--- src/rtl/fetch_ctrl_if.sv ---
// Fetch-stage bus bundle: instruction-memory handshake, IF/ID buffer and EX redirect.
// The master modport is the fetch sequencer; the slave modport is its environment.
interface fetch_ctrl_if;
    logic        imem_req_valid;
    logic [31:0] imem_req_addr;
    logic        imem_req_ready;
    logic        imem_rsp_valid;
    logic [31:0] imem_rsp_data;
    logic        if_valid;
    logic [31:0] if_instr;
    logic [31:0] if_pc;
    logic        id_ready;
    logic        redirect_valid;
    logic [31:0] redirect_base;
    logic [31:0] redirect_imm;
    logic        fetch_fault;

    modport master (
        output imem_req_valid, imem_req_addr,
        input  imem_req_ready, imem_rsp_valid, imem_rsp_data,
        output if_valid, if_instr, if_pc,
        input  id_ready,
        input  redirect_valid, redirect_base, redirect_imm,
        output fetch_fault
    );

    modport slave (
        input  imem_req_valid, imem_req_addr,
        output imem_req_ready, imem_rsp_valid, imem_rsp_data,
        input  if_valid, if_instr, if_pc,
        output id_ready,
        output redirect_valid, redirect_base, redirect_imm,
        input  fetch_fault
    );
endinterface

--- src/rtl/fetch_ctrl.sv ---
// Instruction-fetch sequencer: owns the PC, keeps one request in flight, buffers IF/ID.
// Optional macro FETCH_MISALIGN_TRAP_EN: misaligned redirect targets trap to FAULT instead of being word-aligned.
module fetch_ctrl #(
    parameter logic [31:0] RESET_PC = 32'h0000_0000
) (
    input  logic         clk,
    input  logic         rst_n,
    fetch_ctrl_if.master bus
);

    typedef enum logic [2:0] {
        ST_RESET_IDLE = 3'd0,
        ST_REQ        = 3'd1,
        ST_WAIT       = 3'd2,
        ST_HOLD       = 3'd3,
        ST_DRAIN      = 3'd4
`ifdef FETCH_MISALIGN_TRAP_EN
        ,
        ST_FAULT      = 3'd5
`endif
    } state_t;

    localparam logic [31:0] NOP_INSTR = 32'h0000_0013;

    state_t      r_state;
    logic [31:0] r_pc;
    logic [31:0] r_req_pc;
    logic        r_req_valid;
    logic        r_if_valid;
    logic [31:0] r_if_instr;
    logic [31:0] r_if_pc;
    logic        r_fault;

    state_t      w_state_next;
    logic [31:0] w_pc_next;
    logic [31:0] w_req_pc_next;
    logic        w_if_valid_next;
    logic [31:0] w_if_instr_next;
    logic [31:0] w_if_pc_next;
    logic        w_handshake;
    logic [31:0] w_target;
    logic [31:0] w_redirect_pc;

    assign w_handshake   = r_req_valid && bus.imem_req_ready;
    assign w_target      = bus.redirect_base + bus.redirect_imm;
    assign w_redirect_pc = w_target & ~32'h0000_0003;

    always_comb begin
        w_state_next    = r_state;
        w_pc_next       = r_pc;
        w_req_pc_next   = r_req_pc;
        w_if_valid_next = r_if_valid;
        w_if_instr_next = r_if_instr;
        w_if_pc_next    = r_if_pc;

        case (r_state)
            ST_RESET_IDLE: begin
                w_state_next = ST_REQ;
                if (bus.redirect_valid) begin
                    w_pc_next = w_redirect_pc;
                end
            end
            ST_REQ: begin
                if (bus.redirect_valid) begin
                    w_pc_next = w_redirect_pc;
                    // An accepted request in the redirect cycle is wrong-path; its response must be eaten.
                    if (w_handshake) begin
                        w_state_next = ST_DRAIN;
                    end
                end else if (w_handshake) begin
                    w_state_next  = ST_WAIT;
                    w_req_pc_next = r_pc;
                    w_pc_next     = r_pc + 32'd4;
                end
            end
            ST_WAIT: begin
                if (bus.redirect_valid) begin
                    w_pc_next    = w_redirect_pc;
                    w_state_next = bus.imem_rsp_valid ? ST_REQ : ST_DRAIN;
                end else if (bus.imem_rsp_valid) begin
                    w_if_instr_next = bus.imem_rsp_data;
                    w_if_pc_next    = r_req_pc;
                    w_if_valid_next = 1'b1;
                    w_state_next    = ST_HOLD;
                end
            end
            ST_HOLD: begin
                if (bus.redirect_valid) begin
                    w_pc_next       = w_redirect_pc;
                    w_if_valid_next = 1'b0;
                    w_state_next    = ST_REQ;
                end else if (bus.id_ready) begin
                    w_if_valid_next = 1'b0;
                    w_state_next    = ST_REQ;
                end
            end
            ST_DRAIN: begin
                if (bus.redirect_valid) begin
                    w_pc_next = w_redirect_pc;
                end else if (bus.imem_rsp_valid) begin
                    w_state_next = ST_REQ;
                end
            end
`ifdef FETCH_MISALIGN_TRAP_EN
            ST_FAULT: begin
                w_state_next = ST_FAULT;
            end
`endif
            default: begin
                w_state_next = ST_RESET_IDLE;
            end
        endcase

`ifdef FETCH_MISALIGN_TRAP_EN
        // A misaligned target overrides every state decision above; the PC keeps its aligned value.
        if (bus.redirect_valid && (w_target[1:0] != 2'b00) && (r_state != ST_FAULT)) begin
            w_state_next    = ST_FAULT;
            w_pc_next       = r_pc;
            w_if_valid_next = 1'b0;
        end
`endif
    end

    always_ff @(posedge clk or negedge rst_n) begin
        if (!rst_n) begin
            r_state     <= ST_RESET_IDLE;
            r_pc        <= RESET_PC;
            r_req_pc    <= RESET_PC;
            r_req_valid <= 1'b0;
            r_if_valid  <= 1'b0;
            r_if_instr  <= NOP_INSTR;
            r_if_pc     <= 32'h0000_0000;
            r_fault     <= 1'b0;
        end else begin
            r_state     <= w_state_next;
            r_pc        <= w_pc_next;
            r_req_pc    <= w_req_pc_next;
            r_req_valid <= (w_state_next == ST_REQ);
            r_if_valid  <= w_if_valid_next;
            r_if_instr  <= w_if_instr_next;
            r_if_pc     <= w_if_pc_next;
`ifdef FETCH_MISALIGN_TRAP_EN
            r_fault     <= (w_state_next == ST_FAULT);
`else
            r_fault     <= 1'b0;
`endif
        end
    end

    assign bus.imem_req_valid = r_req_valid;
    assign bus.imem_req_addr  = r_pc;
    assign bus.if_valid       = r_if_valid;
    assign bus.if_instr       = r_if_instr;
    assign bus.if_pc          = r_if_pc;
    assign bus.fetch_fault    = r_fault;

endmodule

--- src/flat_wrapper.sv ---
// flat-port wrapper written by rule: the top's interface ports become plain ports
module fetch_ctrl_flat 
#(
    parameter logic [31:0] RESET_PC = 32'h0000_0000
)
  (clk, rst_n, bus_imem_req_valid, bus_imem_req_addr, bus_imem_req_ready, bus_imem_rsp_valid, bus_imem_rsp_data, bus_if_valid, bus_if_instr, bus_if_pc, bus_id_ready, bus_redirect_valid, bus_redirect_base, bus_redirect_imm, bus_fetch_fault);
  fetch_ctrl_if bus_i ();
  input  logic clk;
  input  logic rst_n;
  output wire logic [$bits(bus_i.imem_req_valid)-1:0] bus_imem_req_valid;
  output wire logic [$bits(bus_i.imem_req_addr)-1:0] bus_imem_req_addr;
  input wire logic [$bits(bus_i.imem_req_ready)-1:0] bus_imem_req_ready;
  input wire logic [$bits(bus_i.imem_rsp_valid)-1:0] bus_imem_rsp_valid;
  input wire logic [$bits(bus_i.imem_rsp_data)-1:0] bus_imem_rsp_data;
  output wire logic [$bits(bus_i.if_valid)-1:0] bus_if_valid;
  output wire logic [$bits(bus_i.if_instr)-1:0] bus_if_instr;
  output wire logic [$bits(bus_i.if_pc)-1:0] bus_if_pc;
  input wire logic [$bits(bus_i.id_ready)-1:0] bus_id_ready;
  input wire logic [$bits(bus_i.redirect_valid)-1:0] bus_redirect_valid;
  input wire logic [$bits(bus_i.redirect_base)-1:0] bus_redirect_base;
  input wire logic [$bits(bus_i.redirect_imm)-1:0] bus_redirect_imm;
  output wire logic [$bits(bus_i.fetch_fault)-1:0] bus_fetch_fault;
  assign bus_imem_req_valid = bus_i.imem_req_valid;
  assign bus_imem_req_addr = bus_i.imem_req_addr;
  assign bus_i.imem_req_ready = bus_imem_req_ready;
  assign bus_i.imem_rsp_valid = bus_imem_rsp_valid;
  assign bus_i.imem_rsp_data = bus_imem_rsp_data;
  assign bus_if_valid = bus_i.if_valid;
  assign bus_if_instr = bus_i.if_instr;
  assign bus_if_pc = bus_i.if_pc;
  assign bus_i.id_ready = bus_id_ready;
  assign bus_i.redirect_valid = bus_redirect_valid;
  assign bus_i.redirect_base = bus_redirect_base;
  assign bus_i.redirect_imm = bus_redirect_imm;
  assign bus_fetch_fault = bus_i.fetch_fault;
  fetch_ctrl #(.RESET_PC(RESET_PC)) u_core (.clk(clk), .rst_n(rst_n), .bus(bus_i));
endmodule
--- config.mk ---
export PLATFORM = sky130hd
export DESIGN_NAME = fetch_ctrl_flat
export DESIGN_NICKNAME = d
export VERILOG_FILES = /design/src/rtl/fetch_ctrl_if.sv /design/src/rtl/fetch_ctrl.sv /design/src/flat_wrapper.sv
export SDC_FILE = /design/constraint.sdc
export NUM_CORES = 1
export LEC_CHECK = 0
export ABC_AREA = 1
export ABC_CLOCK_PERIOD_IN_PS = 3300
export CORE_MARGIN = 10
export CORE_UTILIZATION = 54
export DETAILED_ROUTE_END_ITERATION = 16
export PLACE_DENSITY = 0.86
export SETUP_SLACK_MARGIN = 0.02
export SLEW_MARGIN = 20
export SYNTH_ARGS = -nofsm -noshare
export SYNTH_HDL_FRONTEND = slang
export SYNTH_SLANG_ARGS = --single-unit
--- constraint.sdc ---
create_clock -name clk -period 3.3 [get_ports clk]
set_input_delay 0.33 -clock clk [delete_from_list [all_inputs] [get_ports clk]]
set_output_delay 0.33 -clock clk [all_outputs]
set_load 0.005 [all_outputs]
## Word level (Yosys, flattened, before mapping)

Cells that the tools add are included.

- Reductions and logical operators: 9
- $mul: 0
- Mux-type cells: 20
- Eq/ne operators: 10
- Add/sub/neg operators: 2
- Shifts and indexed selects: 0
- Div/mod/pow operators: 0
- Magnitude comparators: 0
- Bitwise gates (word level): 1

Operators with widths:

| cell | number |
|---|---|
| $mux W32 | 3 |
| $pmux W32 S2 | 1 |
| $add A32 B3 Y32 const B | 1 |
| $add A32 B32 Y32 | 1 |
| $mux W3 | 10 |
| $pmux W3 S5 | 1 |
| $reduce_and A3 Y1 | 3 |
| $eq A3 B1 Y1 const B | 2 |
| $eq A3 B2 Y1 const B | 2 |
| $mux W1 | 4 |
| $ne A2 B2 Y1 const B | 2 |
| $reduce_and A4 Y1 | 1 |
| $reduce_bool A2 Y1 | 2 |
| $reduce_or A4 Y1 | 1 |
| $eq A3 B3 Y1 const B | 1 |
| $logic_not A3 Y1 | 1 |
| $ne A3 B2 Y1 const B | 1 |
| $ne A3 B3 Y1 const B | 1 |
| $ne A2 B1 Y1 const B | 1 |
| $pmux W1 S2 | 1 |
| $logic_and A1 B1 Y1 | 1 |
| $not A1 Y1 | 1 |

- Bits in writable memories: 0
- Output and inout bits: 99
- Bits in read-only memories: 0
- Input bits: 102
- Flip-flop bits (word level): 133
- Memories: 0
- Bits in latches: 0

## Longest topological paths before layout

- Depth in word-level cells: 5
- Depth in mapped cells: 15

## Worst setup path after synthesis

OpenSTA, ideal clock, no wires.

- Path type: input to register
- Start point: in bus_redirect_imm[21]
- End point: reg u_core.r_pc[30] (netlist: u_core.bus.imem_req_addr[30])
- Stages on the path: 11
- Path slack: 1.583 ns
- Data arrival time: 1.600 ns
- Library setup time: 0.118 ns
- Path through: ha_1 > a21oi_1 > inv_1 > a21oi_1 > nand2_1 > a21oi_1 > nand2_1 > nand2_1 > nand3_1 > nand3b_1 > nand2_1

- Longest elaborated chain between the ends: 3

Ends and longest elaborated chain:

| item | RTL line | text |
|---|---|---|
| start, declared | flat_wrapper.sv:21 | `input wire logic [$bits(bus_i.redirect_imm)-1:0] bus_redirect_imm;` |
| $add A32 B32 Y32 (*) | fetch_ctrl.sv:45 | `assign w_target = bus.redirect_base + bus.redirect_imm;` |
| $mux W32 (on tied branches) | n/a |  |
| $pmux W32 S2 (*) | fetch_ctrl.sv:56 | `case (r_state)` |
| end signal, assigned | fetch_ctrl.sv:136 | `r_pc <= w_pc_next;` |
| end, declared | fetch_ctrl.sv:26 | `logic [31:0] r_pc;` |

Every way passes the cells marked *; elsewhere a longest branch is shown, timed or not. The select of a mux whose other input is x is not followed.
A chain may end at the register's enable or synchronous reset.

## Worst setup path after layout

- Start point: reg u_core.r_state[1]
- End point: reg u_core.r_pc[14] (netlist: u_core.bus.imem_req_addr[14])

- Longest elaborated chain between the ends: 4

Ends and longest elaborated chain:

| item | RTL line | text |
|---|---|---|
| start, declared | fetch_ctrl.sv:25 | `state_t r_state;` |
| start signal, assigned | fetch_ctrl.sv:135 | `r_state <= w_state_next;` |
| $eq A3 B2 Y1, or another cell as far along | fetch_ctrl.sv:56 |  |
| $reduce_or A4 Y1 (no source line) | n/a |  |
| $ne A2 B1 Y1 (no source line) or $reduce_bool A2 Y1 (tied branches) | n/a |  |
| $reduce_and A3 Y1 (no source line) | n/a |  |

Several ways; a longest one is shown, not always the timed one.

==> run metrics <==
Layout area overhead 33.9%; Final Hold Vio Count 0; layout cell share with drive strength beyond 1 8.91%; diode count 0; Worst R2R Setup Slack 1.20 ns; clk buf depth 2; Placement Setup Slack 0.812 ns; Crit Path Class flip-flop to flip-flop; Final ANT Viol Nets 0; P_int 0.00549 W; Final Non-Filler Cells 1474; CTS tree done; Post-CTS Setup Bufs 0; PD cells 796 nW/um^2; Core ar. 14700 sq um; Post-CTS Hold Fix Bufs 0; status finished clean; I/O Pins 201; CP Capture Type flip-flop; Max VDD drop 0.000380 V; Placed Instances 1442; Post-Syn Instances 1081; worst-margin pin slew 0.818 ns; vias in the first global route 7929; Critical Path AT 2.40 ns; Mean Syn Cell Area 7.55 sq um; static leakage 5.49 nW; die area 20400 sq um; maximum clock frequency 476 MHz; synth warn 0; unrepaired setup endpoints after global routing no; vias after detailed routing 8023; Top FF cell, synth dfrtp_1; fin. max-slew vios 0; clock tree sinks 127; headroom to the max-slew limit 45.4%; Switching Fraction 37.0%; Tot GR Track Use 24.7%; power share of the clock group 23.5%; sw power 0.00322 W; period utilization 63.7%; Post-CTS Resized 0; sequential cell area fraction in the yosys report 39.0%; Comb pwr share 43.3%; largest net degree at the start of global routing 67; async set-or-reset flop fraction in the synthesized netlist 100%; Post-Synthesis Cell Area 8170 sq um; drt wl/cell 17.4 microns; number of port buffers 195; total CTS buffers 17; die height 143 microns; GPL Wtd Cong 0.903; hpwl dp 20400 microns; number of synthesized flops with an enable pin 0; CP max FO 20; maxcap violations 0; startpoint types flip-flop; final setup vio count 0; setup TNS 0 ns; Synth Register Bits 127; Netlist cell types 45; CTS root buffer clkbuf_16; PnR worst setup slack 1.20 ns; final net count 1410; DR DRC count 0; FF-to-FF Start u_core.r_state[1]; Initial Util 55.6%; Worst Reg-to-Reg Cells 10; initial antenna violation count 0; Critical Path RT 3.59 ns; clock insertion delay at the later pin of the skew report 0.41 ns; Pre-Repair DR Iteration Count 6; Via density 5.44; WL final 25700 microns; RR Endpoint u_core.bus.imem_req_addr[14]; Tightest Hold Check Type input pin to asynchronous set/reset pin; part of the power in registers 33.2%; row count 44; Clock transition at path regs 0.06 ns; Worst Skew 0.00873 ns; first-pass GRT wire length 40600 microns; chip width 143 microns; GRT overflow 0; Final min period 2.10 ns; initial DRC count 549; H-tree depth 4
## cells by family after synthesis
| kind of cell | Yosys count | share of synthesized area (%) |
|---|---|---|
| AOI/OAI and AO/OA | 158 | 10.6 |
| xor gates and xnor gates | 14 | 1.50 |
| adders and majority gates | 31 | 4.75 |
| buffers and inverters | 186 | 9.22 |
| DFF | 127 | 39.0 |
| muxes | 61 | 8.41 |
| other | 1 | 0.0459 |
| and+or+nand+nor | 503 | 26.5 |
## worst max path at each step
| stage | start | end |
|---|---|---|
| floorplan | bus_redirect_imm[21] | u_core.bus.imem_req_addr[30] |
| global placement | bus_redirect_imm[21] | u_core.bus.imem_req_addr[30] |
| detailed placement | bus_redirect_imm[21] | u_core.bus.imem_req_addr[30] |
| CTS | bus_redirect_imm[21] | u_core.bus.imem_req_addr[30] |
| global route | bus_redirect_imm[21] | u_core.bus.imem_req_addr[30] |
| finish | u_core.r_state[1] | u_core.bus.imem_req_addr[14] |
## power by group through the flow
| stage | combinational [W] | clock [W] | sequential [W] |
|---|---|---|---|
| after floorplan | 0.00187 | 0 | 0.00278 |
| after global placement | 0.00362 | 0 | 0.00282 |
| after detailed placement | 0.00373 | 0 | 0.00289 |
| after CTS | 0.00378 | 0.00205 | 0.00288 |
| after global routing | 0.00414 | 0.00212 | 0.00298 |
| final | 0.00377 | 0.00205 | 0.00289 |
## sequential cells by signal, indices dropped and copies added, names as in the netlist
register,count
u_core.r_state,3
u_core.r_req_pc,30
u_core.bus.if_pc,30
u_core.bus.if_valid,1
u_core.bus.if_instr,32
u_core.bus.imem_req_addr,30
u_core.bus.imem_req_valid,1
## area by class of cell
type	count	area (sq um)
Multi-Input combinational cell	772	4250
Sequential cell	127	3180
Tap cell	184	230
Clock buffer	21	480
Inverter	156	586
Clock inverter	11	176
Timing Repair Buffer	203	2030
Fill cell	1119	3760
## synth_stat cells, types with 3 or more instances
library cell	number	area share [%]
nand2_1	300	14
inv_1	146	6.7
dfrtp_1	124	38
nand3_1	75	4.6
nor2_1	69	3.2
o21ai_0	68	4.2
a21oi_1	51	3.1
mux2_2	40	5.5
ha_1	31	4.7
nor3_1	22	1.3
mux2_1	21	2.9
buf_2	14	0.86
xor2_1	13	1.4
nand4_1	12	0.92
inv_2	9	0.41
o21ai_1	9	0.55
clkbuf_1	8	0.37
buf_4	6	0.55
nor3_2	6	0.74
o211ai_1	6	0.55
o21bai_1	6	0.55
o22ai_1	5	0.38
a21boi_1	4	0.37
dfstp_2	3	0.97
nand2_2	3	0.23
nand3_2	3	0.37
nor2_4	3	0.41
## stage by stage
| stage | util [%] | cell area [sq um] | total power [W] | hold WS (ns) |
|---|---|---|---|---|
| after floorplan | - | 8180 | 0.00465 | 0.0344 |
| after global placement | 69.9 | 10300 | 0.00644 | 0.462 |
| after detailed placement | 69.9 | 10300 | 0.00662 | 0.473 |
| after CTS | 74.4 | 10900 | 0.00872 | 0.0466 |
| after global routing | 74.4 | 10900 | 0.00924 | 0.0902 |
| final | 74.4 | 10900 | 0.00871 | 0.0118 |
## cells in the final DEF, fill, tap and decap left out, types with 4 or more instances in the layout
| master | n |
|---|---|
| buf_4 | 7 |
| conb_1 | 5 |
| o211ai_1 | 6 |
| a21oi_1 | 51 |
| o21bai_1 | 6 |
| nor3_2 | 6 |
| clkbuf_8 | 4 |
| a21boi_1 | 4 |
| o21ai_0 | 68 |
| nand3_1 | 75 |
| mux2_1 | 21 |
| inv_1 | 146 |
| o21ai_1 | 9 |
| ha_1 | 31 |
| nand4_1 | 12 |
| xor2_1 | 13 |
| clkdlybuf4s50_1 | 194 |
| inv_2 | 9 |
| dfrtp_1 | 124 |
| o22ai_1 | 5 |
| nor3_1 | 22 |
| mux2_2 | 40 |
| bufinv_16 | 4 |
| nand2_1 | 300 |
| clkbuf_16 | 17 |
| nor2_1 | 69 |
## metal layers
layer  wire length, microns  GRT usage (%)  up-vias
li1                       -              -     3896
met1                  10200           29.3     3695
met2                  12400           42.7      387
met3                   2370           6.33       45
met4                    673           8.31        0
met5                      0              0        -
## critical path, cell delays in order, from the launching register on
cell and delay (ns):
dfrtp_1 0.42, inv_2 0.08, nor2_2 0.05, nor2_1 0.15
nand2_1 0.09, inv_1 0.61, o21ai_0 0.20, a21oi_1 0.16
nor2_1 0.05, o21ai_1 0.09, o21ai_1 0.08
Power figures use the tool's default switching activity.
